$ cat config.mk
export PLATFORM = sky130hd
export DESIGN_NAME = ps2_scancode_decoder
export DESIGN_NICKNAME = d
export VERILOG_FILES = /design/src/rtl/ps2_scancode_decoder.sv
export SDC_FILE = /design/constraint.sdc
export NUM_CORES = 1
export LEC_CHECK = 0
export BUFFER_PORTS_ARGS = -buffer_cell sky130_fd_sc_hd__buf_2
export CAP_MARGIN = 20
export CORE_MARGIN = 5
export CORE_UTILIZATION = 32
export DETAILED_ROUTE_END_ITERATION = 16
export MAX_ROUTING_LAYER = met4
export PLACE_DENSITY = 0.46
export SYNTH_ARGS = -nofsm -noshare
export SYNTH_HDL_FRONTEND = slang
export SYNTH_SLANG_ARGS = --single-unit
$ cat constraint.sdc
create_clock -name clk -period 2.5 [get_ports clk]
set_input_delay 0.25 -clock clk [delete_from_list [all_inputs] [get_ports clk]]
set_output_delay 0.25 -clock clk [all_outputs]
set_load 0.005 [all_outputs]
$ cat src/rtl/ps2_scancode_decoder.sv
// ---------------------------------------------------------------------------
// ps2_scancode_decoder
//
// Turns the raw scan-code byte stream from a PS/2 receiver into key events.
// The E0 (extended) and F0 (break) prefixes are folded into flags on the
// event, and the keyboard error codes 0x00/0xFF are discarded. Decoded
// events are queued in a small FIFO for the consumer.
//
// Build option: define PS2_EXTENDED_EN to decode E0-prefixed keys. Without
// it, 0xE0 is ignored in every state and ev_ext is tied to 0.
//
// Parameters
//   FIFO_DEPTH      event FIFO entries (power of two, 2..16)
//   TIMEOUT_CYCLES  clk cycles a pending prefix may wait for its next byte
//
// Ports
//   clk          system clock, all logic on posedge
//   rst          synchronous active-high reset
//   byte_in      scan-code byte from the PS/2 receiver
//   byte_valid   one-cycle strobe qualifying byte_in
//   ev_ready     consumer accepts the head event
//   ev_valid     FIFO not empty, head event presented
//   ev_code      head event key code (prefixes stripped)
//   ev_break     head event is a release
//   ev_ext       head event carried the E0 prefix
//   ovf          sticky: an event was dropped on a full FIFO
//   fifo_count   number of occupied FIFO entries
// ---------------------------------------------------------------------------
module ps2_scancode_decoder #(
    parameter int FIFO_DEPTH     = 4,
    parameter int TIMEOUT_CYCLES = 1000000
) (
    input  logic                          clk,
    input  logic                          rst,
    input  logic [7:0]                    byte_in,
    input  logic                          byte_valid,
    input  logic                          ev_ready,
    output logic                          ev_valid,
    output logic [7:0]                    ev_code,
    output logic                          ev_break,
    output logic                          ev_ext,
    output logic                          ovf,
    output logic [$clog2(FIFO_DEPTH):0]   fifo_count
);

    localparam int AW = $clog2(FIFO_DEPTH);
    localparam int CW = AW + 1;
    localparam int TW = (TIMEOUT_CYCLES > 1) ? $clog2(TIMEOUT_CYCLES) : 1;
    localparam logic [TW-1:0] TO_LAST = TW'(TIMEOUT_CYCLES - 1);

`ifdef PS2_EXTENDED_EN
    typedef enum logic [1:0] {
        IDLE     = 2'd0,
        GOT_F0   = 2'd1,
        GOT_E0   = 2'd2,
        GOT_E0F0 = 2'd3
    } state_t;
`else
    typedef enum logic {
        IDLE   = 1'b0,
        GOT_F0 = 1'b1
    } state_t;
`endif

    state_t          state_q, state_d;
    logic [TW-1:0]   tmo_q, tmo_d;

    logic            is_e0, is_f0, is_err;
    logic            timeout_hit;
    logic            emit;
    logic            emit_brk;
`ifdef PS2_EXTENDED_EN
    logic            emit_ext;
`endif

    assign is_e0  = (byte_in == 8'hE0);
    assign is_f0  = (byte_in == 8'hF0);
    assign is_err = (byte_in == 8'h00) || (byte_in == 8'hFF);

    // A prefix that never gets its follow-up byte is abandoned silently.
    assign timeout_hit = (state_q != IDLE) && (tmo_q == TO_LAST);

    // ------------------------------------------------------------------
    // Prefix decoder
    // ------------------------------------------------------------------
    always_comb begin
        state_d  = state_q;
        emit     = 1'b0;
        emit_brk = 1'b0;
`ifdef PS2_EXTENDED_EN
        emit_ext = 1'b0;
`endif
        if (byte_valid) begin
            case (state_q)
                IDLE: begin
                    if (is_f0) begin
                        state_d = GOT_F0;
`ifdef PS2_EXTENDED_EN
                    end else if (is_e0) begin
                        state_d = GOT_E0;
`else
                    end else if (is_e0) begin
                        state_d = IDLE;
`endif
                    end else if (!is_err) begin
                        emit = 1'b1;
                    end
                end
                GOT_F0: begin
                    if (is_f0) begin
                        state_d = GOT_F0;
`ifdef PS2_EXTENDED_EN
                    // E0 after F0 restarts an extended make sequence.
                    end else if (is_e0) begin
                        state_d = GOT_E0;
`else
                    end else if (is_e0) begin
                        state_d = GOT_F0;
`endif
                    end else if (is_err) begin
                        state_d = IDLE;
                    end else begin
                        emit     = 1'b1;
                        emit_brk = 1'b1;
                        state_d  = IDLE;
                    end
                end
`ifdef PS2_EXTENDED_EN
                GOT_E0: begin
                    if (is_f0) begin
                        state_d = GOT_E0F0;
                    end else if (is_e0) begin
                        state_d = GOT_E0;
                    end else if (is_err) begin
                        state_d = IDLE;
                    end else begin
                        emit     = 1'b1;
                        emit_ext = 1'b1;
                        state_d  = IDLE;
                    end
                end
                GOT_E0F0: begin
                    if (is_f0 || is_e0) begin
                        state_d = GOT_E0F0;
                    end else if (is_err) begin
                        state_d = IDLE;
                    end else begin
                        emit     = 1'b1;
                        emit_brk = 1'b1;
                        emit_ext = 1'b1;
                        state_d  = IDLE;
                    end
                end
`endif
                default: state_d = IDLE;
            endcase
        end else if (timeout_hit) begin
            state_d = IDLE;
        end
    end

    always_comb begin
        if (byte_valid || (state_q == IDLE) || timeout_hit) begin
            tmo_d = '0;
        end else begin
            tmo_d = tmo_q + TW'(1);
        end
    end

    always_ff @(posedge clk) begin
        if (rst) begin
            state_q <= IDLE;
            tmo_q   <= '0;
        end else begin
            state_q <= state_d;
            tmo_q   <= tmo_d;
        end
    end

    // ------------------------------------------------------------------
    // Event FIFO
    // ------------------------------------------------------------------
    logic [8:0]            mem_q [FIFO_DEPTH];   // {code, break}
`ifdef PS2_EXTENDED_EN
    logic                  ext_mem_q [FIFO_DEPTH];
`endif
    logic [AW-1:0]         wr_ptr_q, rd_ptr_q;
    logic [CW-1:0]         count_q, count_d;
    logic                  ovf_q;
    logic                  full, pop, push, drop;
    logic [FIFO_DEPTH-1:0] we;

    assign full = (count_q == CW'(FIFO_DEPTH));
    assign pop  = ev_valid && ev_ready;
    // A simultaneous pop frees a slot, so a full FIFO can still accept.
    assign push = emit && (!full || pop);
    assign drop = emit && full && !pop;

    for (genvar gi = 0; gi < FIFO_DEPTH; gi++) begin : g_we
        assign we[gi] = push && (wr_ptr_q == AW'(gi));
    end

    always_ff @(posedge clk) begin
        for (int i = 0; i < FIFO_DEPTH; i++) begin
            if (we[i]) begin
                mem_q[i] <= {byte_in, emit_brk};
`ifdef PS2_EXTENDED_EN
                ext_mem_q[i] <= emit_ext;
`endif
            end
        end
    end

    always_comb begin
        count_d = count_q;
        case ({push, pop})
            2'b10:   count_d = count_q + CW'(1);
            2'b01:   count_d = count_q - CW'(1);
            default: count_d = count_q;
        endcase
    end

    // Pointers are AW bits wide, so they wrap modulo FIFO_DEPTH for free.
    always_ff @(posedge clk) begin
        if (rst) begin
            wr_ptr_q <= '0;
            rd_ptr_q <= '0;
            count_q  <= '0;
            ovf_q    <= 1'b0;
        end else begin
            if (push) wr_ptr_q <= wr_ptr_q + AW'(1);
            if (pop)  rd_ptr_q <= rd_ptr_q + AW'(1);
            count_q <= count_d;
            if (drop) ovf_q <= 1'b1;
        end
    end

    // Storage is not reset; outputs are forced to zero while empty.
    assign ev_valid   = (count_q != '0);
    assign fifo_count = count_q;
    assign ovf        = ovf_q;
    assign ev_code    = ev_valid ? mem_q[rd_ptr_q][8:1] : 8'h00;
    assign ev_break   = ev_valid && mem_q[rd_ptr_q][0];
`ifdef PS2_EXTENDED_EN
    assign ev_ext     = ev_valid && ext_mem_q[rd_ptr_q];
`else
    assign ev_ext     = 1'b0;
`endif

endmodule

# [Yosys cells after proc, flatten, opt, wreduce, memory -nomap -nowiden]
# Memory sizes are Yosys's and may differ from the RTL's. A register that Yosys moved wholly into a read port is not among the register bits.
# Index checks and enable logic that the tools add are counted.
[totals] regBits=29 ramBits=36 in_bits=12 output_inout_bits=15 wordCells=81 mem_count=1
[memory_table] memory="mem_q" words=4 word_bits=9 read_ports=1 rd_clocked_by_memory_dff=1 write_ports=1 line="183" source="logic [8:0] mem_q [FIFO_DEPTH];"
[classes] addsub=5 n_eq_ne=10 muxes=33 n_bitwise=1 n_reduce_logical=25
[ops] cell="9-bit two-way mux" n=3
[ops] cell="9-bit OR reduction" n=3
[ops] cell="8-bit equality test (second input constant)" n=3
[ops] cell="1-bit two-way mux" n=22
[ops] cell="20-bit by 1-bit adder with 20-bit output (second input constant)" n=1
[ops] cell="20-bit equality test (second input constant)" n=1
[ops] cell="1-bit logical AND" n=10
[ops] cell="2-bit two-way mux" n=5
[ops] cell="8-bit zero test" n=1
[ops] cell="8-bit two-way mux" n=1
[ops] cell="2-bit equality test (second input constant)" n=3
[ops] cell="3-bit case mux with 2 select lines" n=1
[ops] cell="2-bit by 1-bit adder with 2-bit output (second input constant)" n=2
[ops] cell="2-bit by 1-bit equality test with 1-bit output (second input constant)" n=2
[ops] cell="1-bit logical OR" n=4
[ops] cell="2-bit nonzero test" n=2
[ops] cell="3-bit by 1-bit adder with 3-bit output (second input constant)" n=1
[ops] cell="3-bit equality test (second input constant)" n=1
[ops] cell="3-bit nonzero test" n=1
[ops] cell="3-bit by 1-bit subtractor with 3-bit output (second input constant)" n=1
[ops] cell="1-bit zero test" n=2
[ops] cell="2-bit zero test" n=1
[ops] cell="1-bit case mux with 2 select lines" n=1
[ops] cell="2-bit OR reduction" n=1
[ops] cell="1-bit NOT" n=1

# [Longest topological paths before layout]
[logic_depth] ltp_word=14 ltp_mapped=7 ltp_nobuf=7

# [Worst setup path after synthesis]
# Ideal clock, no wire load.
[synth_path] path_kind="input -> register" startpoint="in byte_in[0]" endpoint="reg count_q[2], in the netlist fifo_count[2]" setup_ps=123 arrival_ps=1982 required_ps=2377 path_slack_ps=395 path_stages=7 path_buffers=0 cell_sequence="or4_1 a21o_1 a31oi_1 fa_1 a311oi_1 a31oi_1 mux2_1"
[synth_between] elab_chain_len=9 word_cells_on_any_way=14 cone_classes="5 x eq/ne; 5 x mux; 4 x reduce/logical"
[synth_lines] item="from (decl)" line="35" source="input logic [7:0] byte_in,"
[synth_lines] item="8-bit equality test or 8-bit zero test (tied branches)" line="78" source="assign is_err = (byte_in == 8'h00) || (byte_in == 8'hFF);"
[synth_lines] item="1-bit logical OR" line="78"
[synth_lines] item="1-bit two-way mux" line="105, 120"
[synth_lines] item="1-bit two-way mux" line="102, 117"
[synth_lines] item="1-bit two-way mux (*)" line="96, 110"
[synth_lines] item="1-bit two-way mux (*)" line="93" source="if (byte_valid) begin"
[synth_lines] item="1-bit logical AND (*)" line="196" source="assign push = emit && (!full || pop);"
[synth_lines] item="2-bit by 1-bit equality test with 1-bit output or 2-bit equality test (tied branches)" line="216" source="case ({push, pop})"
[synth_lines] item="3-bit case mux with 2 select lines or 2-bit nonzero test (tied branches)"
[synth_lines] item="to (signal assigned)" line="233" source="count_q <= count_d;"
[synth_lines] item="to (decl)" line="188" source="logic [CW-1:0] count_q, count_d;"
# Mark *: on every way between the ends. The rest lies on a longest branch, timed or not.
# A chain may end at the register's enable or synchronous reset.

# [Worst setup path after layout]
[layout_path] startpoint="reg count_q[0], in the netlist fifo_count[0]" endpoint="reg count_q[2], in the netlist fifo_count[2]"
[layout_between] elab_chain_len=6 word_cells_on_any_way=12 cone_classes="2 x add/sub; 3 x eq/ne; 1 x mux; 6 x reduce/logical"
[layout_lines] item="3-bit equality test or 3-bit nonzero test (tied branches)" line="193, 239"
[layout_lines] item="1-bit zero test or 1-bit logical AND (tied branches)" line="196, 194"
[layout_lines] item="1-bit logical OR" line="196"
[layout_lines] item="1-bit logical AND" line="196"
[layout_lines] item="2-bit by 1-bit equality test with 1-bit output or 2-bit equality test (tied branches)" line="216"
[layout_lines] item="3-bit case mux with 2 select lines or 2-bit nonzero test (tied branches)"
# Parallel ways exist; a longest one is shown, timed or not.

==> flow_summary.ini <==
[clock_tree]
cts_max_level = 3
cts_made_buffers = 9
cts_root_buf = clkbuf_8
clk_pin_slew_ns = 0.08
postCtsSetupRepairBufs = 0
cts_hold_buffers = 0
clkLatencyLatePin_ns = 0.34
cts.sinks = 67
cts_max_path_buffers = 2
ctsResizeCount = 0
tritoncts = done

[final_layout]
fillers = 866
area_growth_pct = 16.6
drive_gt1_share_pct = 22.0
nNetsFinal = 277
multi_input_area_sq_um = 1050
antennaDiodeCount = 0
seq_area_sq_um = 1700
utilization_pct = 37.9

[critical_path]
cp-end-kind = flip-flop
path_class = flip-flop to flip-flop
worstSetupStartpointType = flip-flop
cp_max_fo = 6
crit_arrival_ns = 2.36
cp.required_ns = 2.73

[worst_hold_path]
hold_path_class = input port to flip-flop

[sta]
clock_skew_ns = 0.00901
tightest_slew_ns = 0.507
slew_headroom_pct = 66.2
final_period_minus_worst_setup_slack_ns = 2.13
fmax_ghz = 0.470
tns_ns = 0
period_share_pct = 85.1
hold_viol_final = 0
rsz0062_at_grt = no
slew_violations = 0
setup_viol = 0

[routing]
routedWlPerCell_um = 14.3
vias = 1733
remaining_drc_errors = 0
routed_wl_mm = 5.31
vias_per_cell = 4.66
ant_nets = 0
drtIter0Drc = 82
drtPass1Iterations = 4

[pwr]
switching_power_w = 0.000782
internal_power_w = 0.00207
power_density_nw_per_um2 = 870
ir_drop_mv = 0.277
power_frac_comb_pct = 23.6
p_leak_nw = 1.15
swShare_pct = 27.4
p_clk_share_pct = 30.0
finalPower_w = 0.00285
p_seq_share_pct = 46.5

[placed_design]
dp_hpwl_mm = 3.74
gp_congestion = 0.699
port_buffers = 25

[global_route]
grt_first_pass_wirelength_mm = 8.89
grt_pass1_vias = 1765
grt_overflow = 0
antenna_found_initial = 0
track_usage_pct = 10.7
grt_max_degree = 13

[floorplanning]
die-area_sq_um = 10800
fp.dieW_um = 104
rows = 34
initial_utilization_pct = 32.5
ios = 27
die_y_um = 104
core_sq_um = 8640

[logic_synthesis]
synth.ff_latch_count = 67
synth_nets = 240
synth_area_sq_um = 2810
yosysUniqueCellTypes = 35
seq_area_frac_synth_pct = 60.6
netlist_instances = 222
synth_area_per_cell_sq_um = 12.7
ys_warn_count = 0

[flow_run]
drv_cap = 0

[run_status]
status = finished clean
-- per-stage QoR --
stage | hold slack [ns] | cell area [sq um] | setup WS, ns | std cells
3_3_place_gp | 0.447 | 3090 | 0.140 | 356
4_1_cts | 0.144 | 3280 | 0.390 | 372
3_5_place_dp | 0.454 | 3090 | 0.111 | 356
5_1_grt | 0.150 | 3280 | 0.308 | 372
2_1_floorplan | 0.349 | 2810 | 0.395 | 222
6_report | 0.155 | 3280 | 0.372 | 372
-- power by group through the flow --
stage / Combinational (W) / Clock, W / Sequential (W)
floorplan: 0.000428 / 0 / 0.00133
global placement: 0.000705 / 0 / 0.00135
detailed placement: 0.000694 / 0 / 0.00135
CTS: 0.000696 / 0.000884 / 0.00133
global route: 0.000753 / 0.000943 / 0.00134
finish: 0.000672 / 0.000855 / 0.00132
-- critical path: stages (launching register included) --
cell and delay [ns]:
dfxtp_1 0.37, or3_1 0.39, nand2_1 0.11, a31oi_1 0.08
fa_1 0.40, a311oi_1 0.27, a31oi_1 0.08, mux2_1 0.32
-- per-layer routing --
metal  global-route usage [%]  part of all wire [%]
met2                     17.0                    49
met5                        -                     0
met3                     2.86                   4.5
met4                     5.27                   2.1
met1                     12.5                    45
-- cell usage after synthesis (all sizes together) --
library cell	count	area share, %
a21o	1	0.27
a21oi	2	0.49
a311oi	1	0.31
a31oi	2	0.45
and2	14	3.1
and3	5	1.1
buf	3	0.85
clkbuf	4	0.53
conb	1	0.13
dfxtp	31	22
edfxtp	36	38
fa	1	0.71
ha	5	2.2
inv	5	0.67
mux2	2	0.80
mux2i	2	0.71
mux4	9	7.2
nand2	8	1.1
nand3	14	2.5
nand3b	1	0.27
nand4	4	0.89
nor2	34	4.5
nor2b	3	0.67
nor3	2	0.36
nor4	1	0.22
nor4b	4	1.2
o211ai	1	0.27
o31ai	1	0.27
or3	2	0.45
or4	2	0.53
xnor2	9	2.8
xor2	12	3.7
-- placed cells by master, fill, tap and decap left out, types with 3 or more instances in the layout --
master,n
nand3_1,14
nor2b_1,3
and2_1,14
ha_1,5
nor2_1,34
dfxtp_1,31
clkinv_2,4
buf_4,8
buf_2,25
clkbuf_8,9
xor2_1,12
nand4_1,4
mux4_2,9
inv_1,5
xnor2_1,9
nor4b_1,4
and3_1,5
nand2_1,8
edfxtp_1,36
-- registers in the layout (all words and copies together), names as in the netlist, named ones only --
name / count
fifo_count: 3
mem_q: 36
ovf: 1
rd_ptr_q: 2
state_q: 1
tmo_q: 20
wr_ptr_q: 2
-- worst paths after layout --
path	from	to	slack (ns)	cells past startpoint
worst min register to register	tmo_q[0]	tmo_q[0]	0.47	1
worst min-delay path	byte_in[1]	mem_q[0][2]	0.15	1
worst max register to register	fifo_count[0]	fifo_count[2]	0.37	7
worst max-delay path	fifo_count[0]	fifo_count[2]	0.37	7
-- final cells by class --
type | count | area share, %
Sequential cell | 67 | 51.9
Multi-Input combinational cell | 143 | 32.0
Timing Repair Buffer | 33 | 5.65
Tap cell | 108 | 4.13
Clock buffer | 10 | 3.90
Clock inverter | 6 | 1.76
Inverter | 5 | 0.573
-- cell families (layout without fill, tap and decap cells) --
group / Yosys count / in the layout / share of synthesized area [%]
compound gates: 8 / 8 / 2.05
buf+inv: 12 / 54 / 2.05
other cells: 1 / 1 / 0.134
xor+xnor: 21 / 21 / 6.55
mux: 13 / 13 / 8.73
flops: 67 / 67 / 60.6
simple gates: 94 / 94 / 17.0
fa+ha+maj: 6 / 6 / 2.94
Power figures use the tool's default switching activity.
